File: src/rtl/led_matrix_scan.sv
// Scans an 8x8 framebuffer into daisy-chained column/row shift registers, one row per prescaler tick.
// Optional double buffering (front/back swap on step wrap) is enabled by defining LED_SCAN_DBUF_EN.
module led_matrix_scan #(
  parameter int PRESCALE = 1000
) (
  input  logic       clk,
  input  logic       rst_n,
  input  logic       wr_en,
  input  logic [2:0] wr_row,
  input  logic [7:0] wr_data,
  output logic       COL_Red,
  output logic       ROW,
  output logic       mat_CLOCK,
  output logic       mat_RCLOCK,
  output logic [2:0] step,
  output logic       overflow
);

  typedef enum logic [1:0] {IDLE, LOAD, SHIFT, LATCH} state_t;

  state_t      state_reg, state_next;
  logic [15:0] count_reg;
  logic [7:0]  col_sr_reg, row_sr_reg;
  logic [2:0]  bit_reg, step_reg;
  logic        phase_reg;
  logic [7:0]  scan_row;

  assign overflow = (count_reg == 16'(PRESCALE - 1));
  assign step     = step_reg;

  always_ff @(posedge clk or negedge rst_n) begin
    if (!rst_n)        count_reg <= '0;
    else if (overflow) count_reg <= '0;
    else               count_reg <= count_reg + 16'd1;
  end

`ifdef LED_SCAN_DBUF_EN
  logic [7:0] fb_reg [0:1][0:7];
  logic       front_reg;

  // Writes land in the back buffer; the swap happens as the last row of a frame latches.
  always_ff @(posedge clk or negedge rst_n) begin
    if (!rst_n) begin
      for (int b = 0; b < 2; b++)
        for (int r = 0; r < 8; r++)
          fb_reg[b][r] <= '0;
      front_reg <= 1'b0;
    end else begin
      if (wr_en) fb_reg[~front_reg][wr_row] <= wr_data;
      if (state_reg == LATCH && step_reg == 3'd7) front_reg <= ~front_reg;
    end
  end

  assign scan_row = fb_reg[front_reg][step_reg];
`else
  logic [7:0] fb_reg [0:7];

  always_ff @(posedge clk or negedge rst_n) begin
    if (!rst_n) begin
      for (int r = 0; r < 8; r++)
        fb_reg[r] <= '0;
    end else if (wr_en) begin
      fb_reg[wr_row] <= wr_data;
    end
  end

  assign scan_row = fb_reg[step_reg];
`endif

  always_ff @(posedge clk or negedge rst_n) begin
    if (!rst_n) state_reg <= IDLE;
    else        state_reg <= state_next;
  end

  // Row data is snapshotted at LOAD, so later framebuffer writes only affect the next scan.
  always_ff @(posedge clk or negedge rst_n) begin
    if (!rst_n) begin
      col_sr_reg <= '0;
      row_sr_reg <= '0;
      bit_reg    <= '0;
      phase_reg  <= 1'b0;
      step_reg   <= '0;
    end else begin
      case (state_reg)
        LOAD: begin
          col_sr_reg <= ~scan_row;
          row_sr_reg <= 8'h80 >> step_reg;
          bit_reg    <= '0;
          phase_reg  <= 1'b0;
        end
        SHIFT: begin
          if (phase_reg) begin
            col_sr_reg <= {col_sr_reg[6:0], 1'b1};
            row_sr_reg <= {row_sr_reg[6:0], 1'b0};
            bit_reg    <= bit_reg + 3'd1;
            phase_reg  <= 1'b0;
          end else begin
            phase_reg  <= 1'b1;
          end
        end
        LATCH:   step_reg <= step_reg + 3'd1;
        default: ;
      endcase
    end
  end

  always_comb begin
    state_next = state_reg;
    COL_Red    = 1'b1;
    ROW        = 1'b0;
    mat_CLOCK  = 1'b0;
    mat_RCLOCK = 1'b0;
    case (state_reg)
      IDLE:  if (overflow) state_next = LOAD;
      LOAD:  state_next = SHIFT;
      SHIFT: begin
        COL_Red   = col_sr_reg[7];
        ROW       = row_sr_reg[7];
        mat_CLOCK = phase_reg;
        if (phase_reg && bit_reg == 3'd7) state_next = LATCH;
      end
      LATCH: begin
        mat_RCLOCK = 1'b1;
        state_next = IDLE;
      end
      default: state_next = IDLE;
    endcase
  end

endmodule
File: config.mk
export PLATFORM = sky130hd
export DESIGN_NAME = led_matrix_scan
export DESIGN_NICKNAME = d
export VERILOG_FILES = /design/src/rtl/led_matrix_scan.sv
export SDC_FILE = /design/constraint.sdc
export NUM_CORES = 1
export LEC_CHECK = 0
export BUFFER_PORTS_ARGS = -buffer_cell sky130_fd_sc_hd__clkbuf_2
export CAP_MARGIN = 25
export CORE_UTILIZATION = 40
export CTS_CLUSTER_SIZE = 28
export DETAILED_ROUTE_END_ITERATION = 10
export PLACE_DENSITY = 0.6
export SLEW_MARGIN = 20
export SYNTH_ARGS = -nofsm -noshare
export SYNTH_HDL_FRONTEND = slang
export SYNTH_SLANG_ARGS = --single-unit
File: constraint.sdc
create_clock -name clk -period 2.15 [get_ports clk]
set_input_delay 0.3225 -clock clk [delete_from_list [all_inputs] [get_ports clk]]
set_output_delay 0.3225 -clock clk [all_outputs]
set_load 0.005 [all_outputs]
==> impl_summary.log <==
[metrics] arrival time worst endpoint: between 1500 and 2000 ps
[metrics] power consumption: 4.39 mW
[metrics] power density cells: ~780 nW/um^2
[metrics] number of search-and-repair iterations in the first detailed-routing pass: 4
[metrics] number of CTS-inserted buffers: 9
[metrics] post-route antenna net violation count: 0
[metrics] internal power: 3.34 mW
[metrics] cell area after synthesis: between 4000 and 5000 sq um
[metrics] Worst path max stage delay: around 550 ps
[metrics] drt first-iter violations: 100
[metrics] share of power burned in the clock network: 0.348
[metrics] Rel. slew slack: 0.591
[metrics] total wirelength of the detailed-routed design: between 9000 and 10,000 um
[metrics] sequential area share after synthesis: 0.536
[metrics] buffer depth of the longest clock path: 2
[metrics] Layout Area Growth over Synthesis: 14.8%
[metrics] violated checks: hold timing
[metrics] most used flip-flop cell after synthesis: sky130_fd_sc_hd__dfrtp_1
[metrics] leakage power total: between 2 and 2.5 nW
[metrics] setup-violating endpoint count in the final report: 0
[metrics] flip-flop and latch count after synthesis: about 110
[metrics] die height: 113 um
[metrics] pre-CTS WS: 167 ps
[metrics] number of warnings printed during yosys synthesis: 0
[metrics] period utilisation layout: 0.988
[metrics] final hold viol count: 11
[metrics] number of distinct library cell variants in the gate-level netlist after synthesis: 41
[metrics] num rows: 40
[metrics] number of synthesized flops with an enable pin: 0
[metrics] CTS clock-pin slew for the worst setup and hold paths: about 70 ps
[metrics] average instance area after synthesis: 12.8 sq um
[metrics] worst skew pair latency: between 300 and 400 ps
[metrics] total number of H-tree levels: 3
[metrics] type of the tightest min-delay check: in2async
[metrics] run status: complete, but fails checks
[metrics] maximum operating frequency: between 400 and 500 MHz
[metrics] crit path capture: overflow
[metrics] Worst IR Drop VDD: between 0.0005 and 0.0006 V
[metrics] net switching fraction of the power: 0.238
[metrics] number of global-route vias before repair: between 3,000 and 4,000
[metrics] type of destination of the critical path: output pin
[metrics] Total Die Area: ~13,000 sq um
[metrics] number of I/O pins: 22
[metrics] worst reg2reg path endpoint: state_reg[1]
[metrics] largest net degree at the start of global routing: 46
[metrics] overall fraction of global-route tracks in use: 0.172
[metrics] antenna cell count: 0
[metrics] Worst Setup Path Type: reg2out
[metrics] via count: between 3,000 and 4,000
[metrics] post-route worst hold slack: -12.1 ps
[metrics] Net count, final: 452
[metrics] share of synthesized registers carrying an async set or reset: 1.00
[metrics] Post-Route Setup TNS: 0 ps
[metrics] die width: 113 um
[metrics] GRT Residual Overflow: 0
[metrics] crit path setup slack, layout: roughly 26 ps
[metrics] Seq pwr share: 0.537
[metrics] worst-case reg-to-reg path depth: 6
[metrics] Combinational Power Share: 0.114
[metrics] syn nets: roughly 410
[metrics] worst-path maximum fanout: 3
[metrics] startpoint of the most critical register-to-register path: count_reg[12]
[metrics] net switching power of the design: between 1 and 1.5 mW
[metrics] post-detailed-placement half-perimeter wirelength: roughly 6600 um
[metrics] Hold Buf Count CTS: 0
[metrics] layout cell share with drive strength beyond 1: 0.350
[metrics] maxcap violations: 0
[metrics] reg-to-reg slack, setup: ~80 ps
[metrics] detailed-route wire length per cell: between 15 and 20 um
[metrics] Worst setup startpoint: count_reg[12]
[metrics] number of input and output port buffers inserted: 21
[metrics] max-slew violations: 0
[metrics] number of flip-flops under the largest register name: 64
[metrics] final worst path period need: roughly 2100 ps
[metrics] core region area: roughly 12,000 sq um
[metrics] initial cell density of the core: 0.410
[metrics] wire length of the first global-routing pass: roughly 17,000 um
[metrics] unrepaired setup endpoints after global routing: yes
[metrics] Final Skew: around 9.5 ps
[metrics] clk sinks: about 110
[metrics] fillers: around 1,100
[metrics] startpoint types: flip-flop
[metrics] Req. time, crit path: roughly 1800 ps
[metrics] TritonCTS clock tree: yes
[metrics] routability congestion estimate from global placement: approximately 0.77
[metrics] transition time of the tightest slew-check pin: a little over 600 ps
[metrics] CTS root buf: sky130_fd_sc_hd__clkbuf_16
[metrics] number of antenna violations at the first check in global routing: 0
[metrics] drt via density: 5.36
[metrics] Mapped Cells: around 380
[metrics] number of DRC violations after detailed routing: 0
[metrics] cell with the biggest individual delay on the critical path: sky130_fd_sc_hd__or4_4
[metrics] cell-by-cell trace of the critical path: or4_4, nor4_4, buf_4, clkbuf_2
[kinds of logic (layout without fill, tap and decap cells)]
group / after synthesis / in the layout / synth area share
compound gates: 55 / 55 / 0.0722
fa+ha+maj: 14 / 14 / 0.0357
mux: 87 / 87 / 0.218
flops: 105 / 105 / 0.536
xor+xnor: 11 / 11 / 0.0196
simple gates: 85 / 85 / 0.0967
buf+inv: 26 / 72 / 0.0219
[power groups by stage]
stage | Combinational [mW] | Clock (mW) | Sequential (mW)
floorplan | 0.366 | 0 | 2.36
global placement | 0.494 | 0 | 2.38
detailed placement | 0.510 | 0 | 2.39
CTS | 0.512 | 1.59 | 2.36
global route | 0.554 | 1.67 | 2.39
finish | 0.501 | 1.53 | 2.36
[critical path: cells and delay by family (launching register included)]
kind	cells	cell delay, ps
flops	1	400
buf+inv	2	260
simple gates	2	800
[layer usage]
layer  GRT usage  up-vias  wire (um)
met4      0.0640        0        160
met2       0.270       41       4530
li1            -     1474          -
met1       0.237     1562       4870
met5           0        -          0
met3      0.0354       11        283
[synthesized netlist by cell type, types with 3 or more instances]
master                        n  area (sq um)
sky130_fd_sc_hd__o21a_1       4          30.0
sky130_fd_sc_hd__nand3_1      9          45.0
sky130_fd_sc_hd__nand4_1      4          25.0
sky130_fd_sc_hd__a21oi_1      9          45.0
sky130_fd_sc_hd__clkbuf_1    10          37.5
sky130_fd_sc_hd__dfrtp_1    105          2630
sky130_fd_sc_hd__buf_2        5          25.0
sky130_fd_sc_hd__nand2b_1     4          25.0
sky130_fd_sc_hd__xnor2_1      5          43.8
sky130_fd_sc_hd__xor2_1       6          52.6
sky130_fd_sc_hd__o21ai_0     25           125
sky130_fd_sc_hd__mux2_2      68           766
sky130_fd_sc_hd__ha_1        14           175
sky130_fd_sc_hd__mux4_2       9           203
sky130_fd_sc_hd__nor3_1       9          45.0
sky130_fd_sc_hd__nor2_1      11          41.3
sky130_fd_sc_hd__nor2b_1      6          37.5
sky130_fd_sc_hd__o32a_1       4          40.0
sky130_fd_sc_hd__o2111ai_1    3          26.3
sky130_fd_sc_hd__mux2i_1      9          90.1
sky130_fd_sc_hd__a2111oi_0    3          26.3
sky130_fd_sc_hd__inv_1       10          37.5
sky130_fd_sc_hd__nand2_1     23          86.3
sky130_fd_sc_hd__or3_1        4          25.0
sky130_fd_sc_hd__nand4b_1     3          26.3
[worst min path at each step]
stage,start,endpoint
detailed placement,rst_n,step[2]
CTS,rst_n,step[2]
finish,rst_n,step[2]
global route,rst_n,fb_reg[44]
floorplan,rst_n,bit_reg[0]
global placement,rst_n,step[2]
[cells in the final DEF (no fill, tap or decap), types with 2 or more instances in the layout]
cell type                    instances
sky130_fd_sc_hd__xor2_1              6
sky130_fd_sc_hd__a21oi_1             9
sky130_fd_sc_hd__nor3_2              2
sky130_fd_sc_hd__nor3_1              9
sky130_fd_sc_hd__mux2_2             68
sky130_fd_sc_hd__ha_1               13
sky130_fd_sc_hd__nor2_1             11
sky130_fd_sc_hd__inv_6               2
sky130_fd_sc_hd__o32a_1              4
sky130_fd_sc_hd__clkinvlp_4          2
sky130_fd_sc_hd__nand2_1            22
sky130_fd_sc_hd__dfrtp_1           104
sky130_fd_sc_hd__xnor2_1             5
sky130_fd_sc_hd__nand4b_1            3
sky130_fd_sc_hd__clkbuf_16           9
sky130_fd_sc_hd__o2111ai_1           3
sky130_fd_sc_hd__nor2b_1             6
sky130_fd_sc_hd__clkbuf_2           20
sky130_fd_sc_hd__a2111oi_0           3
sky130_fd_sc_hd__buf_4              24
sky130_fd_sc_hd__mux4_2              9
sky130_fd_sc_hd__o21a_1              4
sky130_fd_sc_hd__nand3_1             9
sky130_fd_sc_hd__a22o_1              2
sky130_fd_sc_hd__nor3b_2             2
sky130_fd_sc_hd__or4_4               2
sky130_fd_sc_hd__or3_1               4
sky130_fd_sc_hd__o21ai_0            25
sky130_fd_sc_hd__nand4_1             4
sky130_fd_sc_hd__buf_12              2
sky130_fd_sc_hd__mux2i_1             9
sky130_fd_sc_hd__inv_1              10
sky130_fd_sc_hd__and3_1              2
sky130_fd_sc_hd__and2_1              2
sky130_fd_sc_hd__nand2b_1            4
[cell type report]
| class | instances | area, sq um | share of cell area |
|---|---|---|---|
| repair buffers | 46 | 320 | 0.0569 |
| inverters | 10 | 37.5 | 0.00667 |
| well taps | 147 | 184 | 0.0327 |
| clock inverters | 6 | 48.8 | 0.00867 |
| clock buffers | 10 | 229 | 0.0407 |
| multi-input cells | 252 | 2180 | 0.388 |
| flip-flops and latches | 105 | 2630 | 0.467 |
[stage by stage]
stage,hold WS [ps],std cells,area (sq um),util
final,-12.1,576,5630,0.471
after global routing,28.5,576,5630,0.471
after CTS,1.86,574,5610,0.469
after detailed placement,378,554,5290,0.443
after global placement,371,554,5290,0.443
after floorplan,26.9,383,4900,-
[timing repair]
item                       4_1_cts  5_1_grt
pin swaps                        1        1
gates resized for setup          3        2
setup endpoints to repair        2        2
setup buffers                    4        2
Power figures use the tool's default switching activity.
